[src/rtl/uart_tx_arb.sv]
// rtl/uart_tx_arb.sv - round-robin arbiter feeding bytes from four requesters to a UART transmitter
//
// Ports:
//   clock_125   : single clock for all logic
//   rst_125     : asynchronous active-high reset
//   uart_cr     : UART control word, bit 1 = TE (transmit enable)
//   req_valid   : per-requester byte valid
//   req_data    : per-requester byte, requester i on [8i+7:8i]
//   req_ready   : per-requester accept strobe (combinational, IDLE only)
//   pi_data     : byte handed to the transmitter
//   pi_flag     : one-cycle start strobe to the transmitter
//   txend       : transmitter frame-complete pulse
//   busy        : high whenever a frame is in flight
//   grant_id    : requester owning the current or last frame
//   timeout_err : one-cycle pulse when a frame is abandoned
//   frame_cnt   : count of completed frames (wraps)
module uart_tx_arb #(
  parameter int NUM_REQ     = 4,
  parameter int TIMEOUT_CYC = 200000
) (
  input  logic                 clock_125,
  input  logic                 rst_125,
  input  logic [11:0]          uart_cr,
  input  logic [NUM_REQ-1:0]   req_valid,
  input  logic [8*NUM_REQ-1:0] req_data,
  output logic [NUM_REQ-1:0]   req_ready,
  output logic [7:0]           pi_data,
  output logic                 pi_flag,
  input  logic                 txend,
  output logic                 busy,
  output logic [1:0]           grant_id,
  output logic                 timeout_err,
  output logic [15:0]          frame_cnt
);

  typedef enum logic [1:0] {
    S_IDLE     = 2'd0,
    S_LAUNCH   = 2'd1,
    S_WAIT_END = 2'd2
  } state_t;

  state_t      state, state_nx;
  logic [1:0]  ptr;
  logic [31:0] tmo_cnt;
  logic [1:0]  cand;
  logic [1:0]  win_idx;
  logic        win_found;
  logic        accept;
  logic        frame_done;
  logic        frame_tmo;

  // Only TE is consumed from the control word.
  logic        unused_cr;
  assign unused_cr = ^{uart_cr[11:2], uart_cr[0]};

  // Round-robin search starting at ptr; the 2-bit index wraps modulo 4 on its own.
  always_comb begin
    win_found = 1'b0;
    win_idx   = ptr;
    cand      = ptr;
    for (int k = 0; k < NUM_REQ; k++) begin
      cand = ptr + k[1:0];
      if (!win_found && req_valid[cand]) begin
        win_found = 1'b1;
        win_idx   = cand;
      end
    end
  end

  // rst_125 is folded in so req_ready stays low while reset is held,
  // even though the state register already reads IDLE.
  assign accept    = (state == S_IDLE) && uart_cr[1] && win_found && !rst_125;
  assign req_ready = accept ? (NUM_REQ'(1) << win_idx) : '0;
  assign busy      = (state != S_IDLE);

  always_comb begin
    state_nx   = state;
    frame_done = 1'b0;
    frame_tmo  = 1'b0;
    case (state)
      S_IDLE: begin
        if (accept) state_nx = S_LAUNCH;
      end
      S_LAUNCH: begin
        state_nx = S_WAIT_END;
      end
      S_WAIT_END: begin
        // txend has priority over a coincident timeout.
        if (txend) begin
          frame_done = 1'b1;
          state_nx   = S_IDLE;
        end else if (tmo_cnt == 32'(TIMEOUT_CYC - 1)) begin
          frame_tmo = 1'b1;
          state_nx  = S_IDLE;
        end
      end
      default: state_nx = S_IDLE;
    endcase
  end

  always_ff @(posedge clock_125 or posedge rst_125) begin
    if (rst_125) begin
      state       <= S_IDLE;
      ptr         <= 2'd0;
      grant_id    <= 2'd0;
      pi_flag     <= 1'b0;
      pi_data     <= 8'h00;
      tmo_cnt     <= 32'd0;
      frame_cnt   <= 16'd0;
      timeout_err <= 1'b0;
    end else begin
      state       <= state_nx;
      pi_flag     <= (state_nx == S_LAUNCH);
      timeout_err <= frame_tmo;
      if (accept) begin
        pi_data  <= req_data[{win_idx, 3'b000} +: 8];
        grant_id <= win_idx;
        ptr      <= win_idx + 2'd1;
      end
      if (state == S_LAUNCH) begin
        tmo_cnt <= 32'd0;
      end else if (state == S_WAIT_END) begin
        tmo_cnt <= tmo_cnt + 32'd1;
      end
      if (frame_done) begin
        frame_cnt <= frame_cnt + 16'd1;
      end
    end
  end

endmodule

[config.mk]
export PLATFORM = sky130hd
export DESIGN_NAME = uart_tx_arb
export DESIGN_NICKNAME = d
export VERILOG_FILES = /design/src/rtl/uart_tx_arb.sv
export SDC_FILE = /design/constraint.sdc
export NUM_CORES = 1
export LEC_CHECK = 0
export CAP_MARGIN = 20
export CORE_MARGIN = 2
export CORE_UTILIZATION = 53
export DETAILED_ROUTE_END_ITERATION = 16
export GPL_TIMING_DRIVEN = 0
export PLACE_DENSITY = 0.95
export SLEW_MARGIN = 20
export SYNTH_ARGS = -nofsm -noshare
export SYNTH_HDL_FRONTEND = slang
export SYNTH_SLANG_ARGS = --single-unit
[constraint.sdc]
create_clock -name clock_125 -period 4.7 [get_ports clock_125]
set_clock_uncertainty 0.15 [all_clocks]
set_input_delay 0.94 -clock clock_125 [delete_from_list [all_inputs] [get_ports clock_125]]
set_output_delay 0.94 -clock clock_125 [all_outputs]
set_load 0.005 [all_outputs]
==> run summary, run 1 <==
Inst Count DP: 495
CTS tree: built
H-tree depth: 3
Syn Inst Count: 345
Finished Cell Area: 0.00450 mm2
Power Density: 447 mW/mm2
Least-Margin Pin Slew: 0.705 ns
Post-CTS setup buffer count: 0
Sink Count: 64
Final non-filler cell total: 511
HPWL Detailed: 5850 um
Status: finished, final reports clean
RSZ-0062 raised after global routing: false
Vias in the first global route: 2994
Reg2Reg Depth: 7
Final net count: 490
Setup violations, final: 0
Die Wd: 84.2 um
Mean Syn Cell Area: 9.89 um2
Slew HR: 0.526
Seq. cell area: 0.00160 mm2
Number of flops mapped to enable cells by yosys: 0
IO Port Bufs: 72
Cts-stage hold buffer count: 0
Clk pwr share: 0.295
Placed Area: 0.00425 mm2
Power Internal: 1.35 mW
Register area share after synthesis: 0.469
Io pins: 84
Initial antenna violation count: 0
Ys flop type: dfrtp_1
CP peak stage delay: 0.51 ns
Mapped Area: 0.00341 mm2
Critical path origin: req_valid[2]
Worst endpoint required time: 3.61 ns
Flop pwr share: 0.369
CTS buffer count: 9
Minimum clock period: 4.50 ns
Min-delay worst type: register to register
Vias per std cell: 5.80
Final GP Congestion: 0.811
Max-cap violation count: 0
Tcrit/Tclk final: 0.958
Synth Net Count: 406
Slowest CP cell: clkdlybuf4s50_1
Detailed-route via count: 2963
Drc violations: 0
CP startpoint kind: input port
Post-synth cell types: 44
Power after layout: 2.01 mW
Initial DRC Count: 246
Worst setup EP type: output port
Share of synthesized registers carrying an async set or reset: 1.00
Reg2reg setup slack: 2.09 ns
Clock transition at path regs: 0.07 ns
Max-slew violations: 0
Worst skew pair latency: 0.35 ns
CTS root buffer: clkbuf_8
Max clock buf depth: 2
WHS: 0.338 ns
Overall Global Routing Usage: 0.248
Cell depth of the worst hold path: 2
Leakage: 2.01 nW
Fmax: 222 MHz
Row cnt: 29
Die height: 84.2 um
Critical path class: input port to output port
Wire length per cell: 16.5 um
Routed WL: 8430 um
Critical R2R Launch: state[0]$_DFF_PP0_
Routed Antenna Nets: 0
Psw: 0.663 mW
CTS resizes: 0
Switching portion of total power: 0.329
Die ar.: 0.00710 mm2
# diodes: 0
Share of layout cells above drive strength 1: 0.0760
Synth warnings: 0
Initial Util: 0.544
Crit-path cells: clkdlybuf4s50_1 -> nor2b_1 -> o21ai_0 -> o21ai_0 -> buf_2 -> buf_2 -> inv_1 -> ha_1 -> and2_1 -> clkdlybuf4s50_1
Worst R2R End: tmo_cnt[30]$_DFFE_PP0P_
Core Region: 0.00628 mm2
Largest net degree at the start of global routing: 37
Global-route wire length before repair: 14000 um
CP Data Arrival Time: 3.41 ns
Overflow after GRT: 0
Crit-path max FO: 11
DR pass1 iterations: 5
#FFs+latches synth: 64
Logic gate share of total power: 0.336
Post-route setup TNS: 0 ns
Worst VDD drop: 0.000380 V
P&R area growth vs syn: 32.0%
FILL cells: 403
Final Hold Vio Count: 0
Setup crit end: req_ready[0]
Multi-input gate area: 0.00173 mm2
==> final cells by class <==
type	count	share of cell area
buffer	9	0.00861
sequential	64	0.356
timing repair buffer	73	0.164
clock inverter	6	0.0256
tap	77	0.0214
multi-input combinational	261	0.384
clock buffer	10	0.0306
inverter	11	0.00972
==> synth_stat cells (3+ instances only) <==
cell      number  area [um2]
or4_1          3        22.5
mux2i_1       16         160
nand3_1       23         115
nor4_1         4        25.0
clkbuf_1       5        18.8
and2_1         5        31.3
buf_2          4        20.0
nand4_1        9        56.3
and4_1         7        61.3
nor2_1        32         120
nand2_1       35         131
and3_1         9        56.3
ha_1          10         125
xor2_1        24         210
a21oi_1       10        50.1
nor2b_1        3        18.8
o221ai_1       9        78.8
nor3_1         7        35.0
dfrtp_1       64        1600
o21ai_0       14        70.1
xnor2_1       13         114
inv_1         10        37.5
o31ai_1        3        22.5
==> flip-flops by register name, indices dropped and copies added, names as in the netlist <==
name,flops
state,2
timeout_err,1
pi_flag,1
frame_cnt,16
ptr,2
pi_data,8
grant_id,2
tmo_cnt,32
==> per-layer routing <==
| layer | track usage | wire length (um) | vias to the layer above | part of all wire |
|---|---|---|---|---|
| met5 | 0 | 0 | - | 0 |
| met4 | 0.106 | 184 | 0 | 0.022 |
| met3 | 0.0551 | 392 | 18 | 0.046 |
| met2 | 0.433 | 4390 | 100 | 0.52 |
| met1 | 0.294 | 3470 | 1433 | 0.41 |
| li1 | - | - | 1412 | - |
==> worst max-delay path, delay by kind of cell <==
family / cells / cell delay (ns)
AOI/OAI and AO/OA: 2 / 0.16
and+or+nand+nor: 2 / 0.34
buffers and inverters: 5 / 1.76
adders and majority gates: 1 / 0.20
==> worst min-delay path by stage <==
stage / start / to
4_1_cts: pi_data[7]$_DFFE_PP0P_ / pi_data[7]$_DFFE_PP0P_
2_1_floorplan: frame_cnt[15]$_DFFE_PP0P_ / frame_cnt[15]$_DFFE_PP0P_
5_1_grt: frame_cnt[15]$_DFFE_PP0P_ / frame_cnt[15]$_DFFE_PP0P_
3_3_place_gp: frame_cnt[15]$_DFFE_PP0P_ / frame_cnt[15]$_DFFE_PP0P_
6_report: grant_id[0]$_DFFE_PP0P_ / grant_id[0]$_DFFE_PP0P_
3_5_place_dp: pi_data[6]$_DFFE_PP0P_ / pi_data[6]$_DFFE_PP0P_
==> cells in the final DEF (no fill, tap or decap), types with 7 or more instances in the layout <==
cell / count
xor2_1: 24
mux2i_1: 16
nand4_1: 9
inv_1: 9
and3_1: 9
and4_1: 7
a21oi_1: 10
nor2_1: 32
clkbuf_8: 10
clkdlybuf4s50_1: 72
ha_1: 10
nand3_1: 23
o221ai_1: 9
nand2_1: 35
xnor2_1: 13
o21ai_0: 14
nor3_1: 7
dfrtp_1: 64
==> cells by family after synthesis <==
kind of cell / after synthesis / synth area share
XOR/XNOR: 37 / 0.0950
AO/OA/AOI/OAI: 46 / 0.0906
adder cells (fa/ha/maj): 10 / 0.0367
AND/OR/NAND/NOR: 150 / 0.231
multiplexers: 18 / 0.0535
buffers and inverters: 20 / 0.0235
flip-flops: 64 / 0.469
==> power groups by stage <==
stage	Sequential, mW	Clock (mW)	Combinational [mW]
after floorplan	0.743	0	0.384
after global placement	0.743	0	0.634
after detailed placement	0.751	0	0.665
after CTS	0.742	0.601	0.678
after global routing	0.761	0.629	0.745
final	0.744	0.595	0.676
==> metrics by stage <==
stage                util  setup WS [ns]
floorplan               -           1.46
global placement    0.674          0.325
finish              0.718          0.196
global route        0.718          0.107
CTS                 0.718          0.219
detailed placement  0.677          0.237
Note: power is estimated with default switching activity, not from simulation.
==> run 2, diff against run 1 <==
==> constraint.sdc (replaced) <==
create_clock -name clock_125 -period 4.7 [get_ports clock_125]
set_clock_uncertainty 0.15 [all_clocks]
set_input_delay 1.175 -clock clock_125 [delete_from_list [all_inputs] [get_ports clock_125]]
set_output_delay 1.175 -clock clock_125 [all_outputs]
set_load 0.005 [all_outputs]
==> run 2 against run 1 <==
  * Critical path type unchanged
  * Flip-flop and latch count stayed put
  * Total power up 1.7%
  * Critical endpoint is now req_ready[1]
  * Sequential power is essentially flat
  * Critical path depth fell by 1
  * Final cell count grew 0.20%
  * Count of clock-buffer cells in the layout unchanged
  * Design area rose by 0.61%
  * Global-route usage grew 0.52 points
  * Core utilization increased by 0.44 points
  * Non-clock buffer count grew 1
  * Maximum frequency fell by 1.0%
==> run summary, run 2 (same netlist as run 1, synthesis figures left out) <==
Status: finished, final reports clean
Fmax: 220 MHz (-1.0%)
CP startpoint kind: input port
Largest net degree at the start of global routing: 37 (unchanged)
Initial Util: 0.544 (unchanged)
Post-route setup TNS: 0 ns (unchanged)
Largest registers: tmo_cnt: 32 flops, frame_cnt: 16 flops, pi_data: 8 flops
Detailed-route via count: 2977 (+0.47%)
CTS tree: built
Worst skew pair latency: 0.35 ns (about the same)
Routed Antenna Nets: 0 (unchanged)
Largest Register: tmo_cnt
Worst setup EP type: output port
Most frequent cells in the layout: 70 x clkdlybuf4s50_1, 64 x dfrtp_1, 35 x nand2_1
Io pins: 84 (unchanged)
Die Wd: 84.2 um (unchanged)
Top delay family on crit path: buffers and inverters
Least-Margin Pin Slew: 0.701 ns (-0.00400 ns)
Wire length per cell: 16.9 um (+2.1%)
Clock transition at path regs: 0.07 ns (about the same)
Initial antenna violation count: 0 (unchanged)
CTS root buffer: clkbuf_8
Minimum clock period: 4.55 ns (+0.0454 ns)
Die ar.: 0.00710 mm2 (unchanged)
Final non-filler cell total: 512 (+0.20%)
Largest register FFs: 32 (unchanged)
Critical path origin: req_valid[3]
Core Region: 0.00628 mm2 (unchanged)
Overflow after GRT: 0 (unchanged)
Reg2reg setup slack: 2.08 ns (about the same)
FILL cells: 400 (-0.74%)
Leakage: 2.03 nW (+1.1%)
# diodes: 0 (unchanged)
CP Data Arrival Time: 3.22 ns (-0.19 ns)
Max-slew violations: 0 (unchanged)
Final Hold Vio Count: 0 (unchanged)
Tcrit/Tclk final: 0.968 (+0.00967)
Hold path startpoint: grant_id[0]$_DFFE_PP0P_
Max-cap violation count: 0 (unchanged)
Share of layout cells above drive strength 1: 0.0851 (+0.00902)
Cts-stage hold buffer count: 0 (unchanged)
Setup violations, final: 0 (unchanged)
Min-delay worst type: register to register
Global-route wire length before repair: 14300 um (+2.1%)
Max clock buf depth: 2 (unchanged)
P&R area growth vs syn: 32.8%
Worst endpoint required time: 3.38 ns (-0.23 ns)
Crit-path max FO: 11 (unchanged)
Slew HR: 0.529 (+0.00269)
DR pass1 iterations: 5 (unchanged)
Overall Global Routing Usage: 0.253 (+0.00521)
Power after layout: 2.05 mW (+1.7%)
Power Density: 452 mW/mm2 (+1.1%)
Vias per std cell: 5.81 (+0.28%)
Crit path buf inv count: 5 (unchanged)
Die height: 84.2 um (unchanged)
Sink Count: 64 (unchanged)
CP peak stage delay: 0.51 ns (about the same)
Finished Cell Area: 0.00453 mm2 (+0.61%)
IO Port Bufs: 72 (unchanged)
Most Frequent Cell on Critical Path: clkdlybuf4s50_1
Critical R2R Launch: state[1]$_DFF_PP0_
Crit-path cells: clkdlybuf4s50_1 -> o21ai_0 -> o21ai_1 -> buf_4 -> buf_6 -> inv_2 -> ha_1 -> and2_1 -> clkdlybuf4s50_1
H-tree depth: 3 (unchanged)
Critical path class: input port to output port
Vias in the first global route: 3028 (+1.1%)
CTS buffer count: 9 (unchanged)
Initial DRC Count: 207 (-16%)
HPWL Detailed: 5850 um (unchanged)
Row cnt: 29 (unchanged)
Most common cell after layout, fill and taps aside: clkdlybuf4s50_1
Final GP Congestion: 0.811 (unchanged)
Worst VDD drop: 0.000382 V (+0.59%)
Routed WL: 8630 um (+2.3%)
Inst Count DP: 495 (unchanged)
Placed Area: 0.00425 mm2 (unchanged)
Slowest CP cell: clkdlybuf4s50_1
Drc violations: 0 (unchanged)
RSZ-0062 raised after global routing: false
Final net count: 491 (+0.20%)
[run 2: final timing paths]
path                                           end  cells after the start
setup / recovery                      req_ready[1]                      9
hold / removal             grant_id[0]$_DFFE_PP0P_                      2
setup reg to reg           tmo_cnt[30]$_DFFE_PP0P_                      7
hold reg to reg            grant_id[0]$_DFFE_PP0P_                      2
max in group asynchronous   tmo_cnt[9]$_DFFE_PP0P_                      3
min in group asynchronous       ptr[1]$_DFFE_PP0P_                      2
[run 2: report_power, final]
group | total [mW] | switching (mW) | internal (mW)
clock | 0.595 | 0.226 | 0.369
sequential | 0.746 | 0.0930 | 0.653
combinational | 0.707 | 0.363 | 0.343
[run 2: tightest hold or removal path: cells and delay by family (launching register included)]
| family | cells | cell delay, ns |
|---|---|---|
| DFF | 1 | 0.34 |
| and+or+nand+nor | 2 | 0.11 |
[run 2: final cells by class]
type / instances / area, um2 / area share
Timing Repair Buffer: 74 / 749 / 0.165
Clock inverter: 6 / 115 / 0.0254
Clock buffer: 10 / 138 / 0.0304
Buffer: 9 / 47.5 / 0.0105
Sequential cell: 64 / 1600 / 0.353
Tap cell: 77 / 96.3 / 0.0213
Multi-Input combinational cell: 261 / 1740 / 0.384
Inverter: 11 / 43.8 / 0.00966
[run 2: layer usage]
metal	track usage	vias to the layer above	wire [um]
li1	-	1412	-
met1	0.302	1455	3630
met2	0.443	98	4480
met3	0.0541	12	377
met4	0.106	0	146
met5	0	-	0
[run 2: repair_timing]
action / CTS / global route
buffers inserted: 1 / 0
hold endpoints to repair: 0 / 0
endpoints found under the setup margin: 4 / 2
gates resized for setup: 4 / 5
[run 2: stage by stage]
step	util	hold WS [ns]	setup slack [ns]
floorplan	-	0.318	0.986
global placement	0.674	0.312	-0.145
detailed placement	0.677	0.323	-0.233
CTS	0.720	0.341	0.0736
global route	0.722	0.372	0.0531
finish	0.722	0.338	0.151
==> RTL change 1: new RTL, config.mk and constraints of run 1 <==
Encoding of `state_t`: now one-hot (3 bits for 3 states).
--- a/src/rtl/uart_tx_arb.sv
+++ b/src/rtl/uart_tx_arb.sv
@@ -34,8 +34,8 @@
 );
 
-  typedef enum logic [1:0] {
-    S_IDLE     = 2'd0,
-    S_LAUNCH   = 2'd1,
-    S_WAIT_END = 2'd2
+  typedef enum logic [2:0] {
+    S_IDLE     = 3'b001,
+    S_LAUNCH   = 3'b010,
+    S_WAIT_END = 3'b100
   } state_t;
 
Formal check against the unedited RTL: no difference found for any inputs over 10 cycles, from zero or initial values and one cycle with rst_125 high; not proved beyond that.
==> RTL change 1 against run 1 <==
  * Design area decreased by 0.97%
  * Area after synthesis decreased by 1.5%
  * Sequential cell count increased by 1
  * Power decreased by 17%
  * Setup slack got worse by 0.042 ns
  * Non-clock buffer count increased by 2
  * Sequential share of layout area increased by 0.94 points
  * Maximum frequency decreased by 0.93%
  * Routed wire length increased by 2.6%
  * Critical path type unchanged
  * Largest power group unchanged
==> RTL change 1: results (changes against run 1) <==
- The flow ran to the end, and the final reports show no timing, DRC or antenna violations.
- The post-placement worst setup slack is 0.132 ns (-0.105 ns).
- By area the synthesized netlist is led by dfrtp_1 (48%), mux2i_1 (7.4%), nand2_1 (4.9%), nand3_1 (4.3%), xnor2_1 (3.4%).
- The detailed-route wire length is 8650 microns (+2.6%).
- The shortest period the worst path allows was 4.55 ns (+0.0421 ns).
- The global-route usage over all layers is 25.1% (+0.35 points).
- The count of placed standard cells including taps came to 485 (-2.0%).
- The post-detailed-route via-to-cell ratio came to 6.06 (+4.5%).
- The launching instance or port of the critical path is req_valid[3].
- The mean cell area of the mapped netlist is 10.0 sq um (+1.5%).
- The number of global-route vias before repair is 3058 (+2.1%).
- The count of cells along the worst register-to-register path is 6 (-1).
- The leakage dissipation is 1.98 nW (-1.5%).
- The worst flop-to-flop path startpoint is state[1]$_DFF_PP0_.
- The adder-cell share of the synthesized area is 2.23% (-1.4 points).
- The share of post-route cells with drive strength above 1 is 8.96% (+1.4 points).
- The number of nets in the layout is 476 (-2.9%).
- The placement-stage cell area is 4210 sq um (-1.0%).
- The reg-to-reg setup timing slack is 2.33 ns (+0.24 ns).
- The global placement routability congestion is 0.794 (-2.1%).
- The number of DRC markers in iteration 0 is 215 (-13%).
- The switching power is 0.472 mW (-29%).
- The complex-gate fraction of the synthesized area is 10.3% (+1.3 points).
- The beginning of the worst hold path is frame_cnt[15]$_DFFE_PP0P_.
- The synthesized netlist net count is 392 (-3.4%).
- The actual slew at the worst max-slew pin is 0.747 ns (+0.0423 ns).
- The path with the worst hold slack has its endpoint at frame_cnt[15]$_DFFE_PP0P_.
- The multiplexer share of the synthesized area is 7.78% (+2.4 points).
- The wire length of the first global-routing pass is 14100 microns (+1.0%).
- The top cell type's share of synthesized area is 47.6% (+0.70 points).
- The worst register-to-register path ends at tmo_cnt[31]$_DFFE_PP0P_.
- The part of the Yosys area used for sequential elements was 48.4% (+1.5 points).
- The delay of the slowest cell on the worst path is 0.56 ns (+0.05 ns).
- The placed wire-length estimate after detailed placement came to 6170 microns (+5.5%).
- The hold path depth is 1 (-1).
- The parity-gate share of the synthesized area counting xor and xnor cells was 3.91% (-5.6 points).
- The number of standard cells in the final layout excluding fillers was 501 (-2.0%).
- The number of distinct library cell variants in the gate-level netlist after synthesis came to 50 (+14%).
- The commonest cells after synthesis are dfrtp_1 (64), nand2_1 (44), nand3_1 (29).
- The maximum resistive drop on vdd is 0.000333 V (-12%).
- The data arrival time of the worst path is 3.46 ns (+0.05 ns).
- The post-route worst hold slack was 0.323 ns (-0.0149 ns).
- The maximum level of the CTS H-tree is 3 (unchanged).
[RTL change 1: cell count changes in the layout (fill, tap and decap cells not counted), sizes merged, moves of 8 or more]
cell	before	now
xor2	24	2
nor2	33	10
mux2i	16	25
nand2	35	46
o21ai	14	22
[RTL change 1: layout make-up]
| type | instances | area [sq um] |
|---|---|---|
| inverter | 11 | 43.8 |
| buffer | 11 | 67.6 |
| timing repair buffer | 73 | 748 |
| clock inverter | 7 | 125 |
| multi-input combinational | 248 | 1630 |
| sequential | 65 | 1630 |
| clock buffer | 9 | 124 |
| tap | 77 | 96.3 |
| fill | 420 | 1780 |
[RTL change 1: cell families after synthesis]
| family | Yosys count |
|---|---|
| buf+inv | 22 |
| flops | 65 |
| mux | 26 |
| simple gates | 147 |
| xor+xnor | 15 |
| fa+ha+maj | 6 |
| compound gates | 54 |
[RTL change 1: what timing repair did]
item | 4_1_cts | 5_1_grt
setup endpoints to repair | 0 | 2
hold buffers | 0 | 0
gates resized for setup | 0 | 1
setup buffers | 0 | 0
hold endpoints to repair | 0 | 0
[RTL change 1: stage by stage]
step	util (%)	power [mW]
6_report	71.5	1.67
5_1_grt	71.5	1.73
4_1_cts	71.4	1.67
3_5_place_dp	67.4	1.06
3_3_place_gp	67.0	1.04
2_1_floorplan	-	0.858
[RTL change 1: per-layer routing]
metal  GRT usage [%]  part of all wire (%)
met1            28.6                    38
met2            44.7                    53
met3            5.93                   6.2
met4            11.3                   2.4
met5               0                     0
[RTL change 1: power by group through the flow]
stage / Sequential [mW] / Clock, mW / Combinational, mW
floorplan: 0.676 / 0 / 0.183
global placement: 0.675 / 0 / 0.361
detailed placement: 0.679 / 0 / 0.383
CTS: 0.673 / 0.603 / 0.392
global route: 0.680 / 0.626 / 0.425
finish: 0.675 / 0.602 / 0.392
==> RTL change 2: new RTL, config.mk and constraints of run 1 <==
Made on the original files. `NUM_REQ`: 4 -> 8.
--- a/src/rtl/uart_tx_arb.sv
+++ b/src/rtl/uart_tx_arb.sv
@@ -16,5 +16,5 @@
 //   frame_cnt   : count of completed frames (wraps)
 module uart_tx_arb #(
-  parameter int NUM_REQ     = 4,
+  parameter int NUM_REQ     = 8,
   parameter int TIMEOUT_CYC = 200000
 ) (
Ports: changed (resized req_data, req_ready and req_valid); port bits go from 84 to 124. The function was not compared with the original's and may differ.
==> RTL change 2 against run 1 <==
  * Critical path depth shrank 1
  * Core utilization grew 0.15 points
  * Worst hold slack lost 0.0075 ns
  * Area after synthesis grew 3.3%
  * Critical path type unchanged
  * Design area grew 1.9%
  * Largest power group unchanged
  * Routed wire length grew 2.2%
  * Power shrank 5.3%
  * Sequential cell count is the same
  * Non-clock buffer count grew 7
  * Count of clock-buffer cells in the layout shrank 1
  * Synthesized cell count grew 7.0%
  * Setup slack gained 0.027 ns
==> RTL change 2: results (changes against run 1) <==
- The beginning of the worst hold path is grant_id[1]$_DFFE_PP0P_.
- The post-synthesis cell count came to 369 (+7.0%).
- The maximum number of pins on one net before global-route repair is 54 (+46%).
- The headroom to the max-slew limit is 59.5% (+6.9 points).
- The worst flop-to-flop path startpoint is state[1]$_DFF_PP0_.
- The number of global-route vias before repair is 3185 (+6.4%).
- The number of filler cells placed in the layout is 429 (+6.5%).
- The post-placement worst setup slack is -0.0291 ns (-0.266 ns).
- The flow ran to the end, and the final reports show no timing, DRC or antenna violations.
- The number of distinct library cell variants in the gate-level netlist after synthesis is 46 (+4.5%).
- The worst min-delay path class is flop to flop.
- The fraction of registers with async set or reset after synthesis is 100% (unchanged).
- The part of the Yosys area used for sequential elements is 45.5% (-1.5 points).
- The post-detailed-route via-to-cell ratio was 5.97 (+3.0%).
- The maximum clock insertion buffer count came to 2 (unchanged).
- The global placement routability congestion came to 0.918 (+13%).
- The leakage dissipation is 1.92 nW (-4.3%).
- The overall via count from detail_route came to 3212 (+8.4%).
- The worst hold path endpoint is grant_id[1]$_DFFE_PP0P_.
- The largest registers in the layout are tmo_cnt (32), frame_cnt (16), pi_data (8).
- The highest net fanout along the worst path was 11 (unchanged).
- The clock slew seen by the registers of the worst setup and hold paths is 0.07 ns (about the same).
- By area the synthesized netlist is led by dfrtp_1 (45%), xnor2_1 (7.0%), nor2_1 (4.0%), ha_1 (3.6%), and2_1 (3.0%).
- The placed wire-length estimate after detailed placement is 6220 microns (+6.3%).
- The maximum resistive drop on vdd is 0.000271 V (-29%).
- The largest individual stage delay along the critical path comes from the cell clkdlybuf4s50_1.
- The count of cells along the worst register-to-register path was 8 (+1).
- The met3 track demand over resource in global routing is 6.26% (+0.75 points).
- After synthesis, the most frequently instantiated cells are dfrtp_1 (64), nor2_1 (38), xnor2_1 (28).
- The detailed-route wire length was 8620 microns (+2.2%).
- The top cell type's share of synthesized area is 45.5% (-1.5 points).
- The number of antenna violations at the first check in global routing was 0 (unchanged).
- The number of DRC markers in iteration 0 is 223 (-9.3%).
- The buffer type at the clock tree root is clkbuf_8.
- The number of nets in the layout came to 553 (+13%).
- The count of synthesis-stage warnings from yosys is 0 (unchanged).
- The count of placed standard cells including taps is 522 (+5.5%).
- The met2 routing resource usage after global routing came to 42.0% (-1.3 points).
- Grouping stages by cell kind, the critical path spends the most delay in buffers and inverters.
- The data arrival time of the worst path is 3.39 ns (-0.02 ns).
- The detailed-routing iteration count for the pre-antenna-repair pass is 5 (unchanged).
- The hold path depth is 1 (-1).
- The wire length of the first global-routing pass was 14700 microns (+4.9%).
- The delay of the slowest cell on the worst path is 0.51 ns (about the same).
- The remaining antenna violation count after routing came to 0 (unchanged).
- The net switching share of the total power came to 34.9% (+2.0 points).
- The latest clock arrival within the worst-skew pair is 0.35 ns (about the same).
- The global-route usage over all layers is 25.1% (+0.32 points).
- The met1 routing resource usage after global routing is 29.9% (+0.52 points).
- The worst register-to-register path ends at tmo_cnt[31]$_DFFE_PP0P_.
- The share of post-route cells with drive strength above 1 is 7.81% (+0.21 points).
[RTL change 2: worst max-delay path by stage]
stage | start | to | slack, ns
floorplan | req_valid[2] | req_ready[1] | 1.34
global placement | req_valid[2] | req_ready[3] | 0.04
detailed placement | req_valid[2] | req_ready[1] | -0.03
CTS | req_valid[2] | req_ready[1] | 0.05
global route | req_valid[2] | req_ready[1] | 0.02
finish | req_valid[2] | req_ready[1] | 0.22
[RTL change 2: metrics by stage]
stage / hold slack (ns) / instance area (sq um) / setup TNS, ns / power (mW)
after floorplan: 0.315 / 3530 / 0 / 1.12
after global placement: 0.307 / 4350 / 0 / 1.39
after detailed placement: 0.317 / 4380 / -0.0544 / 1.43
after CTS: 0.332 / 4580 / 0 / 1.91
after global routing: 0.364 / 4590 / 0 / 2.02
final: 0.331 / 4590 / 0 / 1.91
[RTL change 2: routing by layer]
metal,vias to the layer above,share of wire (%)
li1,1484,-
met1,1548,40
met2,142,50
met3,38,7.1
met4,0,3.6
met5,-,0
[RTL change 2: logic make-up after synthesis]
kind of cell | synth area share [%]
simple gates | 26.3
flops | 45.5
compound gates | 9.34
xor+xnor | 8.45
buf+inv | 3.87
fa+ha+maj | 3.55
mux | 2.91
other cells | 0.106
[RTL change 2: timing repair]
action                                  4_1_cts  5_1_grt
endpoints found under the setup margin        2        4
hold buffers                                  0        0
endpoints found under the hold margin         0        0
resized for setup                             1        2
[RTL change 2: area by class of cell]
type | count | area share (%)
tap | 77 | 2.10
buffer | 16 | 1.74
clock inverter | 7 | 1.58
timing repair buffer | 73 | 16.3
inverter | 15 | 1.28
clock buffer | 9 | 2.70
sequential | 64 | 34.9
multi-input combinational | 277 | 39.4
[RTL change 2: power groups by stage]
stage | combinational [mW] | sequential [mW] | clock, mW
CTS | 0.671 | 0.762 | 0.473
detailed placement | 0.661 | 0.770 | 0
finish | 0.674 | 0.766 | 0.468
global placement | 0.625 | 0.766 | 0
global route | 0.744 | 0.778 | 0.499
floorplan | 0.366 | 0.755 | 0
